===== config.mk =====
export PLATFORM = sky130hd
export DESIGN_NAME = wb_deserializer
export DESIGN_NICKNAME = d
export VERILOG_FILES = /design/src/rtl/wb_deserializer.sv
export SDC_FILE = /design/constraint.sdc
export NUM_CORES = 1
export LEC_CHECK = 0
export BUFFER_PORTS_ARGS = -buffer_cell sky130_fd_sc_hd__buf_2
export CAP_MARGIN = 20
export CORE_ASPECT_RATIO = 2
export CORE_MARGIN = 3
export CORE_UTILIZATION = 58
export CTS_BUF_LIST = sky130_fd_sc_hd__clkbuf_8
export DETAILED_ROUTE_END_ITERATION = 12
export PLACE_DENSITY = 0.91
export SLEW_MARGIN = 0
export SYNTH_ARGS = -nofsm -noshare
export SYNTH_HDL_FRONTEND = slang
export SYNTH_SLANG_ARGS = --single-unit
export TNS_END_PERCENT = 30

===== constraint.sdc =====
create_clock -name CLK_I -period 2.9 [get_ports CLK_I]
set_input_delay 0.435 -clock CLK_I [delete_from_list [all_inputs] [get_ports CLK_I]]
set_output_delay 0.435 -clock CLK_I [all_outputs]
set_load 0.02 [all_outputs]

===== src/rtl/wb_deserializer.sv =====
`default_nettype none
// ============================================================================
// Module   : wb_deserializer
// Purpose  : Receive side of the serial link. Samples data_i on cycles where
//            ena_i=1, rebuilds 27-bit frames (three 9-bit symbols, MSB first)
//            and queues them in a small FIFO read over a Wishbone slave port.
// Revision : 1.0 - initial release
// ----------------------------------------------------------------------------
// Ports
//   CLK_I   in   1   clock
//   RST_NI  in   1   asynchronous reset, active low
//   data_i  in   1   serial data, MSB of frame first
//   ena_i   in   1   data_i valid this cycle
//   CYC_I   in   1   WB cycle
//   STB_I   in   1   WB strobe
//   WE_I    in   1   WB write enable
//   ADR_I   in   32  WB address, [1:0]: 0 DATA(R), 1 STATUS(R), 2 CTRL(W)
//   DAT_I   in   32  WB write data (CTRL: bit0 flush, bit1 clear ovf/tmo)
//   ACK_O   out  1   WB acknowledge (combinational)
//   ERR_O   out  1   WB error (combinational)
//   DAT_O   out  32  WB read data (combinational)
// Configuration macro
//   DESER_TIMEOUT_EN : enables the mid-frame idle timeout and STATUS.tmo.
// ============================================================================
module wb_deserializer #(
    parameter int FRAME_BITS     = 27,
    parameter int FIFO_DEPTH     = 4,
    parameter int TIMEOUT_CYCLES = 64
) (
    input  logic        CLK_I,
    input  logic        RST_NI,
    input  logic        data_i,
    input  logic        ena_i,
    input  logic        CYC_I,
    input  logic        STB_I,
    input  logic        WE_I,
    input  logic [31:0] ADR_I,
    input  logic [31:0] DAT_I,
    output logic        ACK_O,
    output logic        ERR_O,
    output logic [31:0] DAT_O
);

    localparam int c_PTR_W = $clog2(FIFO_DEPTH);
    localparam int c_LVL_W = $clog2(FIFO_DEPTH + 1);

    // Elaboration-time guard on the supported configuration space.
    if (FRAME_BITS != 27 || FIFO_DEPTH < 2 || (FIFO_DEPTH & (FIFO_DEPTH - 1)) != 0 ||
        TIMEOUT_CYCLES < 1) begin : g_param_check
        $error("wb_deserializer: unsupported parameter set");
    end

    typedef enum logic [0:0] {
        S_IDLE = 1'b0,
        S_RX   = 1'b1
    } state_t;

    state_t               r_state;
    logic [4:0]           r_cnt;
    logic [25:0]          r_shreg;
    logic [26:0]          r_mem [FIFO_DEPTH];
    logic [c_PTR_W-1:0]   r_wptr;
    logic [c_PTR_W-1:0]   r_rptr;
    logic [c_LVL_W-1:0]   r_level;
    logic                 r_ovf;
    logic                 r_tmo;

    logic                 w_req;
    logic                 w_empty;
    logic                 w_full;
    logic                 w_pop;
    logic                 w_flush;
    logic                 w_clr;
    logic                 w_done;
    logic                 w_push;
    logic                 w_ovf_evt;
    logic                 w_tmo_evt;
    logic [26:0]          w_frame;
    logic [31:0]          w_status;
    logic                 w_unused;

    assign w_unused = ^{ADR_I[31:2], DAT_I[31:2]};

    assign w_req    = CYC_I & STB_I;
    assign w_empty  = (r_level == '0);
    assign w_full   = (r_level == c_LVL_W'(FIFO_DEPTH));
    assign w_frame  = {r_shreg, data_i};
    assign w_status = {16'b0, 8'(r_level), 4'b0, r_tmo, r_ovf, w_full, w_empty};

    // Frame completes on the 27th valid bit; a concurrent flush discards it.
    assign w_done    = ena_i && (r_cnt == 5'd26);
    // A pop in the same cycle frees a slot before the push lands.
    assign w_push    = w_done && !w_flush && (!w_full || w_pop);
    assign w_ovf_evt = w_done && !w_flush && w_full && !w_pop;

    // ------------------------------------------------------------------
    // Wishbone decode: single-cycle combinational response.
    // ------------------------------------------------------------------
    always_comb begin
        ACK_O   = 1'b0;
        ERR_O   = 1'b0;
        DAT_O   = 32'b0;
        w_pop   = 1'b0;
        w_flush = 1'b0;
        w_clr   = 1'b0;
        if (w_req) begin
            case (ADR_I[1:0])
                2'd0: begin
                    if (!WE_I && !w_empty) begin
                        ACK_O = 1'b1;
                        DAT_O = {5'b0, r_mem[r_rptr]};
                        w_pop = 1'b1;
                    end else begin
                        ERR_O = 1'b1;
                    end
                end
                2'd1: begin
                    if (!WE_I) begin
                        ACK_O = 1'b1;
                        DAT_O = w_status;
                    end else begin
                        ERR_O = 1'b1;
                    end
                end
                2'd2: begin
                    if (WE_I) begin
                        ACK_O   = 1'b1;
                        w_flush = DAT_I[0];
                        w_clr   = DAT_I[1];
                    end else begin
                        ERR_O = 1'b1;
                    end
                end
                default: ERR_O = 1'b1;
            endcase
        end
    end

    // ------------------------------------------------------------------
    // Optional mid-frame idle timeout.
    // ------------------------------------------------------------------
`ifdef DESER_TIMEOUT_EN
    localparam int c_IDLE_W = $clog2(TIMEOUT_CYCLES + 1);

    logic [c_IDLE_W-1:0] r_idle;

    // Fires on the TIMEOUT_CYCLES-th consecutive idle cycle inside a frame.
    assign w_tmo_evt = (r_state == S_RX) && !ena_i &&
                       (r_idle == c_IDLE_W'(TIMEOUT_CYCLES - 1));

    always_ff @(posedge CLK_I or negedge RST_NI) begin
        if (!RST_NI) begin
            r_idle <= '0;
        end else if (r_state == S_IDLE || ena_i || w_flush || w_tmo_evt) begin
            r_idle <= '0;
        end else begin
            r_idle <= r_idle + 1'b1;
        end
    end
`else
    assign w_tmo_evt = 1'b0;
`endif

    // ------------------------------------------------------------------
    // Receive FSM, FIFO pointers and sticky flags.
    // ------------------------------------------------------------------
    always_ff @(posedge CLK_I or negedge RST_NI) begin
        if (!RST_NI) begin
            r_state <= S_IDLE;
            r_cnt   <= 5'd0;
            r_shreg <= 26'd0;
            r_wptr  <= '0;
            r_rptr  <= '0;
            r_level <= '0;
            r_ovf   <= 1'b0;
            r_tmo   <= 1'b0;
        end else begin
            if (w_flush) begin
                r_state <= S_IDLE;
                r_cnt   <= 5'd0;
                r_wptr  <= '0;
                r_rptr  <= '0;
                r_level <= '0;
            end else begin
                case (r_state)
                    S_IDLE: begin
                        if (ena_i) begin
                            r_shreg <= {r_shreg[24:0], data_i};
                            r_cnt   <= 5'd1;
                            r_state <= S_RX;
                        end
                    end
                    S_RX: begin
                        if (w_tmo_evt) begin
                            r_cnt   <= 5'd0;
                            r_state <= S_IDLE;
                        end else if (ena_i) begin
                            r_shreg <= {r_shreg[24:0], data_i};
                            if (w_done) begin
                                r_cnt   <= 5'd0;
                                r_state <= S_IDLE;
                            end else begin
                                r_cnt <= r_cnt + 5'd1;
                            end
                        end
                    end
                    default: begin
                        r_cnt   <= 5'd0;
                        r_state <= S_IDLE;
                    end
                endcase

                if (w_push) begin
                    r_wptr <= r_wptr + 1'b1;
                end
                if (w_pop) begin
                    r_rptr <= r_rptr + 1'b1;
                end
                case ({w_push, w_pop})
                    2'b10:   r_level <= r_level + 1'b1;
                    2'b01:   r_level <= r_level - 1'b1;
                    default: r_level <= r_level;
                endcase
            end

            // New events take priority over a software clear.
            if (w_ovf_evt) begin
                r_ovf <= 1'b1;
            end else if (w_clr) begin
                r_ovf <= 1'b0;
            end

            if (w_tmo_evt) begin
                r_tmo <= 1'b1;
            end else if (w_clr) begin
                r_tmo <= 1'b0;
            end
        end
    end

    // Frame storage carries no reset; contents are only visible when level>0.
    always_ff @(posedge CLK_I) begin
        if (w_push) begin
            r_mem[r_wptr] <= w_frame;
        end
    end

endmodule
`default_nettype wire


# Word-level counts from Yosys, hierarchy flattened
# Memories as Yosys holds them, arrays and structs flattened.
# Cells that the tools add are included.
[word_totals]
word_cells = 85
register_bits = 40
inputBits = 71
n_memories = 1
out_inout_bits = 34
mem_bits_rw = 108
[mem_list]
columns = ["name", "depth", "word_bits", "read_ports", "rd_clocked_by_memory_dff", "wr", "line_no", "source"]
rows = [
  ["r_mem", 4, 27, 1, 0, 1, "61", "logic [26:0] r_mem [FIFO_DEPTH];"],
]
[classes]
muxes = 41
add_sub_neg = 5
n_eq_ne = 8
bitwise_logic = 3
n_reduce_logical = 20
[op_table]
columns = ["operator", "count"]
rows = [
  ["case mux 27 bit (2 select lines)", 1],
  ["2-to-1 mux 32 bit", 1],
  ["2-to-1 mux 27 bit", 1],
  ["2-to-1 mux 26 bit", 1],
  ["2-to-1 mux 1 bit", 22],
  ["2-to-1 mux 5 bit", 4],
  ["2-to-1 mux 11 bit", 1],
  ["case mux 5 bit (2 select lines)", 1],
  ["2-to-1 mux 2 bit", 4],
  ["logical AND 1 bit", 6],
  ["case mux 1 bit (3 select lines)", 2],
  ["case mux 3 bit (2 select lines)", 1],
  ["nonzero test 2 bit", 3],
  ["adder 5 x 1 -> 5 bit (second input constant)", 1],
  ["equality test 5 bit (second input constant)", 1],
  ["zero test 1 bit", 5],
  ["adder 2 x 1 -> 2 bit (second input constant)", 2],
  ["equality test 2 x 1 -> 1 bit (second input constant)", 2],
  ["equality test 2 bit (second input constant)", 2],
  ["AND reduction 2 bit", 2],
  ["adder 3 x 1 -> 3 bit (second input constant)", 1],
  ["equality test 3 bit (second input constant)", 1],
  ["zero test 3 bit", 1],
  ["2-to-1 mux 3 bit", 1],
  ["9 further kinds", 10],
]

# Longest topological paths before layout
[depth]
depth_word = 11
depth_mapped = 8
ltp_nobuf = 8

# Least setup slack after synthesis
# OpenSTA, ideal clock, no wires.
[synth_path]
path_type = "input -> register"
from = "input ADR_I[0]"
to = "memory r_mem[0][0] (enable)"
path_slack_ns = 0.465
path_buffers = 0
required_time_ns = 2.514
cell_stages = 4
setup_time_ns = 0.386
t_arrival_ns = 2.048
path_cell_list = "or3_4 -> o211ai_1 -> and3_1 -> and2_1"
[synth_via]
elab_chain_len = 8
elab_cells_between_ends = 12
cone_classes = "1 x eq/ne; 6 x mux; 5 x reduce/logical"
[synth_lines]
columns = ["element", "line_no", "source"]
rows = [
  ["start: declaration", "37", "input logic [31:0] ADR_I,"],
  ["equality test 2 bit", "107", "case (ADR_I[1:0])"],
  ["2-to-1 mux 1 bit", "107", ""],
  ["2-to-1 mux 1 bit", "106", "if (w_req) begin"],
  ["zero test 1 bit", "93", "assign w_push = w_done && !w_flush && (!w_full || w_pop);"],
  ["logical AND 1 bit", "93", ""],
  ["logical AND 1 bit (*)", "93", ""],
  ["2-to-1 mux 1 bit (*)", "243", "if (w_push) begin"],
  ["2-to-1 mux 1 bit (not written as such) (*)", "244", "r_mem[r_wptr] <= w_frame;"],
  ["end: declaration", "61", ""],
]
# Every way passes the cells marked *; elsewhere a longest branch is shown, timed or not.

# Worst setup path after layout
[layout_path]
from = "register r_level[0]"
to = "output DAT_O[26]"
[layout_via]
elab_chain_len = 6
[layout_lines]
columns = ["element", "line_no", "source"]
rows = [
  ["start: declaration", "64", "logic [c_LVL_W-1:0] r_level;"],
  ["start signal: assignment", "220", "2'b10: r_level <= r_level + 1'b1;"],
  ["start signal: assignment", "221", "2'b01: r_level <= r_level - 1'b1;"],
  ["start signal: assignment", "222", "default: r_level <= r_level;"],
  ["zero test 3 bit", "85", "assign w_empty = (r_level == '0);"],
  ["zero test 1 bit", "109", "if (!WE_I && !w_empty) begin"],
  ["logical AND 1 bit", "109", ""],
  ["2-to-1 mux 27 bit", "109", ""],
  ["case mux 27 bit (2 select lines)", "107", ""],
  ["2-to-1 mux 32 bit", "106", ""],
  ["end: declaration", "41", "output logic [31:0] DAT_O"],
]
# Every way passes these cells.

==> key figures <==
Run status
  – Status: finished, final reports clean

STA
  – Tcrit/Tclk final: between 90% and 100%
  – Min cycle time layout: between 2 and 3 ns
  – RSZ-0062 raised after global routing: no
  – Worst slew pin tran: 0.980 ns
  – Slew HR: roughly a third
  – Total negative slack: 0 ns
  – Final setup vio count: 0
  – Hold_ws: ~0.15 ns
  – Worst Skew: slightly above 0.009 ns
  – Hold Vio Cnt, Final: 0
  – Slew Viols, Final: 0
  – Maximum clock rate: between 0.3 and 0.4 GHz

Final layout
  – Area growth syn-to-layout: 12.9%
  – Seq. cell area: 4250 µm²
  – Layout cells sized above 1: 34.7%
  – Diode count: 0
  – Area of the multi-input gates: roughly 1700 µm²
  – Fill count: just under 700
  – Layout Nets: 469
  – Design area: 6810 µm²

Die
  – DIE AREA: approximately 12,000 µm²
  – Die Span Y: roughly 150 µm
  – Row count: 52
  – Chip width: slightly below 80 µm
  – Core area: ~10,000 µm²
  – I/O pins: between 100 and 150
  – Initial Util: 59.5%

Setup path
  – CP startpoint kind: flip-flop
  – CP arrival: between 2 and 2.5 ns
  – Crit path capture type: output pin
  – Critical Path RT: approximately 2.5 ns
  – WS Path Type: reg -> out
  – Crit-path max FO: 9

Logic synthesis
  – Post-synthesis register bit count: about 150
  – Synth top area share: approximately 54%
  – Sequential element share of the synthesized area: 70.3%
  – Mapped Cells: ~340
  – Post-synth EDFFs: around 110
  – Largest area contributor in the netlist: edfxtp_1
  – Most common cell in the netlist: edfxtp_1
  – Top cells by area, synth: edfxtp_1 (54%), dfrtp_1 (17%), mux4_2 (10%)
  – Synth top cells by count: edfxtp_1 (108), dfrtp_1 (40), mux4_2 (27)
  – Synth unique cells: just under 50
  – Mapped Avg Cell Area: between 15 and 20 µm²
  – Yosys warning count: 0
  – Post-synth ARST share: 27.0%
  – Main synth FF type: edfxtp_1
  – Post-Syn Area: approximately 6000 µm²

Route
  – Final wirelength: ~11,000 µm
  – Drt pass-1 iters: 4
  – ANT nets after route: 0
  – Iteration-0 DRC count of the detailed router: 216
  – DRC Markers: 0
  – Total number of vias: roughly 3,100
  – Via-to-Cell Ratio: between 5 and 6
  – Average routed wire per standard cell: just under 20 µm

Power
  – Pwr dens: around 760 nW/µm²
  – Total power: ~0.0052 W
  – P_leak: about 2.5 nW
  – VDD IR-drop max: a little over 500 µV

Clock network
  – Worst-path clk slew: approximately 0.080 ns
  – CTS tree: built
  – Postcts setup bufs: 0
  – CTS root buffer: clkbuf_8
  – CTS Buf Count: 17
  – H-tree Lvls: 4
  – Worst-Skew Late Latency: between 0.4 and 0.5 ns
  – Post-CTS Hold Buffers: 0
  – CTS sink cnt: between 100 and 150
  – Clock Tree Buf Depth: 2

Global routing
  – Total GRT Usage: about a fifth
  – Initial antenna violation count: 0
  – Grt ovf: 0
  – Largest net degree at the start of global routing: slightly above 40
  – Vias in the first global route: 3,361
  – Global-route wire length before repair: around 17,000 µm

Placement
  – GPL Wtd Cong: a little under 0.8
  – Number of port buffers: 39
  – Dpl cell area: about 6400 µm²
  – Dpl hpwl: 6590 µm

Worst hold path
  – Hold Crit Class: in -> async

Flow run
  – Max-Cap Viols: 0
## cell type report
class	count	share of cell area [%]
clock buffer	17	3.43
clock inverter	15	1.97
inverter	5	0.275
multi-input combinational	171	24.8
sequential	148	62.3
tap	135	2.48
timing repair buffer	48	4.78
## power by group
group | leakage, nW | internal [W] | switching [W]
Clock | 0.182 | 0.000682 | 0.000769
Sequential | 1.47 | 0.00265 | 0.000289
Combinational | 0.843 | 0.000462 | 0.000348
## critical path, stage by stage (launching register included)
cell and delay, ns:
dfrtp_1 0.47, nor3_1 0.47, or3_4 0.32, buf_4 0.20, and2b_1 0.19, buf_2 0.15
## metal layers
| metal | GRT usage (%) | routed length (µm) | up-vias |
|---|---|---|---|
| met4 | 9.54 | 301 | 0 |
| li1 | - | - | 1401 |
| met5 | 0 | 0 | - |
| met3 | 4.97 | 404 | 30 |
| met1 | 21.8 | 3870 | 1616 |
| met2 | 35.5 | 5970 | 91 |
## registers in the layout, indices dropped and copies added (netlist names)
signal   cells
r_wptr       2
r_shreg     26
r_level      3
r_rptr       2
r_mem      108
r_cnt        5
r_state      1
r_ovf        1
## path summary, 6_finish.rpt
check | end | slack (ns) | cells after the start | from
max | DAT_O[26] | 0.22 | 5 | r_level[0]
min | r_cnt[2] | 0.15 | 1 | RST_NI
max reg2reg | r_level[2] | 0.59 | 7 | r_level[0]
min reg2reg | r_cnt[4] | 0.51 | 1 | r_cnt[4]
max in group asynchronous | r_rptr[0] | 2.08 | 1 | RST_NI
min in group CLK_I | r_mem[1][0] | 0.23 | 1 | data_i
## cell families (layout without fill, tap and decap cells)
| kind of cell | Yosys count | after routing | synth area share (%) |
|---|---|---|---|
| XOR/XNOR | 3 | 3 | 0.435 |
| AO/OA/AOI/OAI | 26 | 26 | 3.26 |
| multiplexers | 54 | 54 | 15.1 |
| other | 1 | 5 | 0.0621 |
| adder cells (fa/ha/maj) | 7 | 7 | 1.58 |
| flip-flops | 148 | 148 | 70.3 |
| buffers and inverters | 24 | 85 | 2.05 |
| AND/OR/NAND/NOR | 76 | 76 | 7.20 |
## stage by stage
step / util, % / setup WS (ns) / instances
6_report: 67.1 / 0.220 / 539
5_1_grt: 67.1 / 0.0660 / 539
4_1_cts: 67.1 / 0.202 / 539
3_5_place_dp: 63.4 / 0.324 / 507
3_3_place_gp: 63.4 / 0.326 / 507
2_1_floorplan: - / 0.465 / 343
## repair_timing
action / in CTS / in global routing
hold endpoints to repair: 0 / 0
gates resized for setup: 1 / 0
setup endpoints to repair: 1 / 0
## placed cells by master (no fill, tap or decap), drive strengths merged, types with 2 or more instances in the layout
cell type	instances
nand3	4
nor3b	2
ha	6
a211oi	2
a21oi	4
and4	2
edfxtp	108
xor2	2
a21o	2
buf	48
o31ai	4
nand2	10
nor2	16
inv	11
mux2	26
nor2b	21
and2	6
and3	3
conb	5
or3	2
clkbuf	17
o21ai	2
dfrtp	40
mux4	27
nor3	6
clkinv	4
o22ai	2
a22oi	5
clkinvlp	4
No activity file was read; power rests on OpenSTA's default activity.
